===== src/rtl/cheby_bus_initiator.sv =====
// Single-outstanding bus initiator for the Cheby VME-style memory interface.
// Optional wait-cycle timeout path is built only when CHEBY_INIT_TIMEOUT_EN is defined.
module cheby_bus_initiator #(
    parameter int unsigned ADDR_WIDTH = 3,
    parameter int unsigned DATA_WIDTH = 32,
    parameter int unsigned TIMEOUT    = 255
) (
    input  logic                  Clk,
    input  logic                  rst_n,
    input  logic                  cmd_valid,
    output logic                  cmd_ready,
    input  logic                  cmd_we,
    input  logic [ADDR_WIDTH-1:2] cmd_addr,
    input  logic [DATA_WIDTH-1:0] cmd_wdata,
    output logic                  rsp_valid,
    input  logic                  rsp_ready,
    output logic [DATA_WIDTH-1:0] rsp_rdata,
    output logic                  rsp_err,
    output logic                  busy_o,
    output logic [ADDR_WIDTH-1:2] VMEAddr,
    output logic [DATA_WIDTH-1:0] VMEWrData,
    output logic                  VMERdMem,
    output logic                  VMEWrMem,
    input  logic [DATA_WIDTH-1:0] VMERdData,
    input  logic                  VMERdDone,
    input  logic                  VMEWrDone
);

    if (TIMEOUT < 1 || TIMEOUT > 65535) begin : g_bad_timeout
        $error("cheby_bus_initiator: TIMEOUT must lie in 1..65535");
    end

    typedef enum logic [1:0] {
        S_IDLE,
        S_STROBE,
        S_WAIT,
        S_RESP
    } state_t;

    state_t                  state_q, state_d;
    logic                    we_q, we_d;
    logic [ADDR_WIDTH-1:2]   addr_q, addr_d;
    logic [DATA_WIDTH-1:0]   wdata_q, wdata_d;
    logic                    rd_q, rd_d;
    logic                    wr_q, wr_d;
    logic [DATA_WIDTH-1:0]   rdata_q, rdata_d;
    logic                    ready_q, ready_d;
    logic                    busy_q, busy_d;
    logic                    valid_q, valid_d;
    logic                    done;

`ifdef CHEBY_INIT_TIMEOUT_EN
    localparam logic [16:0] TMO_LIM = 17'(TIMEOUT);

    logic [15:0] cnt_q, cnt_d;
    logic        err_q, err_d;
    logic        tmo_hit;

    // Compare the post-increment count so exactly TIMEOUT cycles are spent in WAIT.
    assign tmo_hit = ({1'b0, cnt_q} + 17'd1) >= TMO_LIM;
`endif

    // Only the done of the direction in flight is observed.
    assign done = we_q ? VMEWrDone : VMERdDone;

    always_comb begin
        state_d = state_q;
        we_d    = we_q;
        addr_d  = addr_q;
        wdata_d = wdata_q;
        rdata_d = rdata_q;
        rd_d    = 1'b0;
        wr_d    = 1'b0;
`ifdef CHEBY_INIT_TIMEOUT_EN
        cnt_d   = cnt_q;
        err_d   = err_q;
`endif

        case (state_q)
            S_IDLE: begin
                if (cmd_valid) begin
                    state_d = S_STROBE;
                    we_d    = cmd_we;
                    addr_d  = cmd_addr;
                    wdata_d = cmd_wdata;
                    rd_d    = ~cmd_we;
                    wr_d    = cmd_we;
                end
            end
            S_STROBE: begin
                state_d = S_WAIT;
`ifdef CHEBY_INIT_TIMEOUT_EN
                cnt_d   = '0;
`endif
            end
            S_WAIT: begin
                if (done) begin
                    state_d = S_RESP;
                    rdata_d = we_q ? '0 : VMERdData;
`ifdef CHEBY_INIT_TIMEOUT_EN
                    err_d   = 1'b0;
                end else if (tmo_hit) begin
                    state_d = S_RESP;
                    rdata_d = '1;
                    err_d   = 1'b1;
                end else if (cnt_q != '1) begin
                    cnt_d   = cnt_q + 16'd1;
`endif
                end
            end
            S_RESP: begin
                if (rsp_ready) begin
                    state_d = S_IDLE;
                end
            end
            default: begin
                state_d = S_IDLE;
            end
        endcase

        ready_d = (state_d == S_IDLE);
        busy_d  = (state_d != S_IDLE);
        valid_d = (state_d == S_RESP);
    end

    always_ff @(posedge Clk or negedge rst_n) begin
        if (!rst_n) begin
            state_q <= S_IDLE;
            we_q    <= 1'b0;
            addr_q  <= '0;
            wdata_q <= '0;
            rd_q    <= 1'b0;
            wr_q    <= 1'b0;
            rdata_q <= '0;
            ready_q <= 1'b1;
            busy_q  <= 1'b0;
            valid_q <= 1'b0;
        end else begin
            state_q <= state_d;
            we_q    <= we_d;
            addr_q  <= addr_d;
            wdata_q <= wdata_d;
            rd_q    <= rd_d;
            wr_q    <= wr_d;
            rdata_q <= rdata_d;
            ready_q <= ready_d;
            busy_q  <= busy_d;
            valid_q <= valid_d;
        end
    end

`ifdef CHEBY_INIT_TIMEOUT_EN
    always_ff @(posedge Clk or negedge rst_n) begin
        if (!rst_n) begin
            cnt_q <= '0;
            err_q <= 1'b0;
        end else begin
            cnt_q <= cnt_d;
            err_q <= err_d;
        end
    end

    assign rsp_err = err_q;
`else
    assign rsp_err = 1'b0;
`endif

    assign cmd_ready = ready_q;
    assign busy_o    = busy_q;
    assign rsp_valid = valid_q;
    assign rsp_rdata = rdata_q;
    assign VMEAddr   = addr_q;
    assign VMEWrData = wdata_q;
    assign VMERdMem  = rd_q;
    assign VMEWrMem  = wr_q;

endmodule


===== config.mk =====
export PLATFORM = sky130hd
export DESIGN_NAME = cheby_bus_initiator
export DESIGN_NICKNAME = d
export VERILOG_FILES = /design/src/rtl/cheby_bus_initiator.sv
export SDC_FILE = /design/constraint.sdc
export NUM_CORES = 1
export LEC_CHECK = 0
export CORE_AREA = 5 5 89 91
export CTS_CLUSTER_SIZE = 20
export DETAILED_ROUTE_END_ITERATION = 10
export DIE_AREA = 0 0 94 96
export PLACE_DENSITY = 0.84
export SKIP_LAST_GASP = 1
export SYNTH_ARGS = -nofsm -noshare
export SYNTH_HDL_FRONTEND = slang
export SYNTH_SLANG_ARGS = --single-unit

===== constraint.sdc =====
create_clock -name Clk -period 3.9 [get_ports Clk]
set_clock_uncertainty 0.15 [all_clocks]
set_input_delay 0.78 -clock Clk [delete_from_list [all_inputs] [get_ports Clk]]
set_output_delay 0.78 -clock Clk [all_outputs]
set_load 0.02 [all_outputs]

# Word level (Yosys, flattened, before mapping)
# Cells that the tools add are included.
[totals]
reg_bits = 73
input_bits = 72
output_inout_bits = 71
word_cells = 30
[op_classes]
n_eq_ne = 4
mux = 10
n_bitwise = 1
reduce_logical = 5
[op_table]
columns = ["operator", "n"]
rows = [
  ["$mux 32", 1],
  ["$pmux 2 s4", 1],
  ["$eq 2x2->1 const B", 3],
  ["$mux 2", 3],
  ["$mux 1", 5],
  ["$logic_not 2->1", 2],
  ["$reduce_and 2->1", 2],
  ["$eq 2x1->1 const B", 1],
  ["$reduce_bool 2->1", 1],
  ["$not 1->1", 1],
]

# Depth between registers and ports, before layout
[logic_depth]
depth_word = 4
mapped_depth = 5
mapped_depth_nobuf = 3

# Least setup slack after synthesis
# No wires, ideal clock.
[synth_path]
kind = "input to register"
from = "input port VMEWrDone"
to = "register rdata_q[10], in the netlist rsp_rdata[10]"
setup_ns = 0.125
arrival_ns = 1.713
required_time_ns = 3.625
path_slack_ns = 1.912
stages = 4
path_cell_list = "mux2i_1 -> nor3b_4 -> buf_6 -> mux2_4"
[synth_via]
elab_chain_len = 2
[synth_lines]
columns = ["item", "line", "source"]
rows = [
  ["from (decl)", "26", "input logic VMEWrDone"],
  ["$mux 1", "64", "assign done = we_q ? VMEWrDone : VMERdDone;"],
  ["$reduce_and 2->1 (no source line)", "--", ""],
  ["to (signal assigned)", "145", "rdata_q <= rdata_d;"],
  ["to (decl)", "46", "logic [DATA_WIDTH-1:0] rdata_q, rdata_d;"],
]
# Every way passes these cells.
# A chain may end at the register's enable or synchronous reset.

# Worst setup path in the final report
[layout_path]
from = "register ready_q, in the netlist cmd_ready"
to = "output port cmd_ready"
[layout_rtl]
columns = ["item", "line", "source"]
rows = [
  ["from (decl)", "47", "logic ready_q, ready_d;"],
  ["from (signal assigned)", "146", "ready_q <= ready_d;"],
  ["to (decl)", "11", "output logic cmd_ready,"],
]
# No word-level cell between the ends.

==> reports/results.tsv <==
stage	metric	value	unit
status	status	complete, no violations	
logic_synthesis	biggest area consumer among synthesized cells	sky130_fd_sc_hd__dfrtp_1	
power	share of power burned in combinational logic	52.8	%
placed_design	RePlAce Congestion	0.687	
clock_network	CTS Buf Count	9	
die	chip height	96	µm
power	design internal power	2.52	mW
global_routing	grt peak-use layer	met2	
global_routing	Global Route met3 Usage	6.02	%
logic_synthesis	share of Yosys cell area claimed by the top area cell type	59.6	%
logic_synthesis	#FFs+latches synth	73	
worst_setup_path	total buffers and inverters traversed by the critical path	1	
worst_setup_path	CP Capture Type	primary output	
min_path	Worst Hold Path EP	rsp_rdata[22]	
detailed_routing	final routed wirelength across all metal layers	7020	µm
global_routing	global-route track usage on met1	19.0	%
global_routing	met2 track demand over resource in global routing	26.3	%
global_routing	number of global-route vias before repair	2239	
die	area of the die	9020	µm²
worst_setup_path	Reg-to-Reg End	rsp_rdata[27]	
clock_network	TritonCTS clock tree	done	
sta	Final Max Slew Viols	0	
detailed_routing	final antenna-violating net count	0	
global_routing	maximum number of pins on one net before global-route repair	74	
logic_synthesis	number of different library cells in the post-synthesis netlist	22	
sta	unrepaired setup endpoints after global routing	false	
worst_setup_path	worst-case reg-to-reg path depth	4	
sta	worst slew pin tran	930	ps
clock_network	post-cts sizing count	0	
logic_synthesis	netlist area before placement	3030	µm²
logic_synthesis	Syn Area/Cell	15.4	µm²
logic_synthesis	most instantiated flip-flop cell in the synthesis netlist	sky130_fd_sc_hd__dfrtp_1	
detailed_routing	Post-route DRC	0	
worst_setup_path	Startpoint Class	flop	
min_path	launch instance of the worst min-delay path	rsp_rdata[22]	
sta	max_slew headroom	38.0	%
clock_network	clock root buffer	sky130_fd_sc_hd__clkbuf_8	
min_path	number of cells on the worst hold path	1	
sta	post-route fraction of the period consumed by the critical path	60.9	%
logic_synthesis	Synth async-reset ratio	100	%
job	total of max-cap violations	0	
cells_and_area	most common library cell in the layout ignoring fill and taps	sky130_fd_sc_hd__clkdlybuf4s50_1	
clock_network	Post-CTS Setup Inserts	0	
cells_and_area	final core utilization	66.1	%
worst_setup_path	cell class contributing the biggest share of worst-path delay	buffers and inverters	
sta	Setup Total Neg Slack	0	ps
cells_and_area	P&R area growth vs syn	54.3	%
placed_design	I/O Buffers	141	
placed_design	detailed placer's ending HPWL	5120	µm
detailed_routing	drt first-iter violations	50	
sta	final worst path period need	2370	ps
power	switching part of the total	35.0	%
cells_and_area	number of standard cells in the final layout excluding fillers	445	
logic_synthesis	cell types with the largest area share after synthesis	sky130_fd_sc_hd__dfrtp_1 60%, sky130_fd_sc_hd__mux2_2 17%, sky130_fd_sc_hd__mux2_4 9.9%, sky130_fd_sc_hd__nor2b_1 6.4%, sky130_fd_sc_hd__buf_6 1.1%	
sta	total of endpoints with negative setup slack in the final report	0	
logic_synthesis	synthesized instance count	197	
cells_and_area	most used cells in the layout excluding fill and tap cells	140 x sky130_fd_sc_hd__clkdlybuf4s50_1, 72 x sky130_fd_sc_hd__dfrtp_1, 46 x sky130_fd_sc_hd__mux2_2	
sta	endpoints failing hold	0	
logic_synthesis	EDFF count, synth	0	
cells_and_area	Filler cells	563	
logic_synthesis	part of the Yosys area used for sequential elements	60.4	%
placed_design	Inst Count DP	429	
power	worst supply voltage drop on vdd	0.394	mV
detailed_routing	Wirelength per Cell	15.8	µm
die	x dimension of the die	94	µm
worst_setup_path	setup slack of the worst register-to-register path	2030	ps
worst_setup_path	Slowest cell on crit path	sky130_fd_sc_hd__clkdlybuf4s50_1	
power	clock power share	12.9	%
worst_setup_path	cell chain of the critical path	clkdlybuf4s50_1	
cells_and_area	antenna cells	0	
logic_synthesis	nets in the synthesized netlist	269	
worst_setup_path	Crit Path Class	reg -> out	
cells_and_area	fraction of layout instances using a drive strength above 1	25.4	%
power	Lkg Pwr	1.98	nW
power	power after layout	3.88	mW
cells_and_area	net count of the finished layout	413	
clock_network	clock-pin transition on the worst setup and hold timing paths	70	ps
logic_synthesis	number of warnings reported in the yosys synthesis log	0	
clock_network	largest buffer count on any clock path	2	
die	Core Box Area	7060	µm²
global_routing	first-pass GRT wire length	11100	µm
worst_setup_path	maximum fanout along the worst path	1	
global_routing	number of antenna violations at the first check in global routing	0	
power	power dissipated by switching net loads	1.36	mW
detailed_routing	Vias per Instance	4.60	
worst_setup_path	required time at the endpoint of the critical path	2970	ps
clock_network	number of levels the H-tree was split into	3	
detailed_routing	number of detailed-routing iterations run before antenna repair	3	
clock_network	CTS Sinks	73	
die	IO Pins	143	
die	starting density of the core	42.9	%
detailed_routing	routed vias	2046	
clock_network	clock insertion delay at the later pin of the skew report	320	ps
worst_setup_path	data arrival time of the worst path	1440	ps
power	share of total power in sequential cells	34.2	%
power	power per unit of standard cell area	831	nW/µm²
worst_setup_path	Reg-to-Reg Start	we_q	
min_path	Min-Delay Path Class	reg -> reg	
global_routing	GRT Total Usage	16.0	%
clock_network	hold buffer count at cts	0	
sta	final hold slack	355	ps
worst_setup_path	highest cell delay on the worst timing path	600	ps
die	number of placement rows	31	
global_routing	Remaining Overflow, GRT	0	
sta	achievable frequency	0.421	GHz
[per-stage QoR]
stage          worst slack (ps)  area (µm²)
2_1_floorplan              1910        3030
3_3_place_gp               1240        4510
3_5_place_dp               1220        4510
4_1_cts                    1490        4670
5_1_grt                    1470        4670
6_report                   1530        4670
[logic make-up after synthesis]
family | count (synthesis) | synth area share (%)
muxes | 67 | 27.4
DFF | 73 | 60.4
and+or+nand+nor | 43 | 9.31
other | 1 | 0.124
buffers and inverters | 12 | 2.52
AOI/OAI and AO/OA | 1 | 0.248
[final cells by class]
type | instances | area (µm²) | area share [%]
Timing Repair Buffer | 144 | 1430 | 30.7
Multi-Input combinational cell | 112 | 1120 | 24.0
Inverter | 1 | 3.75 | 0.0804
Clock inverter | 1 | 5.00 | 0.107
Tap cell | 99 | 124 | 2.65
Clock buffer | 15 | 156 | 3.35
Sequential cell | 73 | 1830 | 39.1
[cells in the mapped netlist, drive strengths merged (2+ instances only)]
master	count
nor2b	31
nor2	2
mux2	66
and2b	3
dfrtp	72
clkbuf	3
buf	8
[metal layers]
layer	share of wire, %	vias up
li1	-	950
met1	40	1008
met2	50	78
met3	8.3	10
met4	1.3	0
met5	0	-
[worst max-delay path by stage]
stage | end | from | cells past startpoint | slack, ps
CTS | cmd_ready | cmd_ready | 1 | 1490
finish | cmd_ready | cmd_ready | 1 | 1530
floorplan | rsp_rdata[10] | VMEWrDone | 4 | 1910
global placement | rsp_rdata[29] | VMEWrDone | 5 | 1240
detailed placement | rsp_rdata[28] | VMEWrDone | 5 | 1220
global route | cmd_ready | cmd_ready | 1 | 1470
[power groups by stage]
stage,Combinational (mW),Clock [mW],Sequential [mW]
2_1_floorplan,0.725,0,1.76
3_3_place_gp,2.04,0,1.33
3_5_place_dp,2.08,0,1.35
4_1_cts,2.09,0.522,1.33
5_1_grt,2.17,0.563,1.38
6_report,2.05,0.502,1.33
No activity file was read; power rests on OpenSTA's default activity.
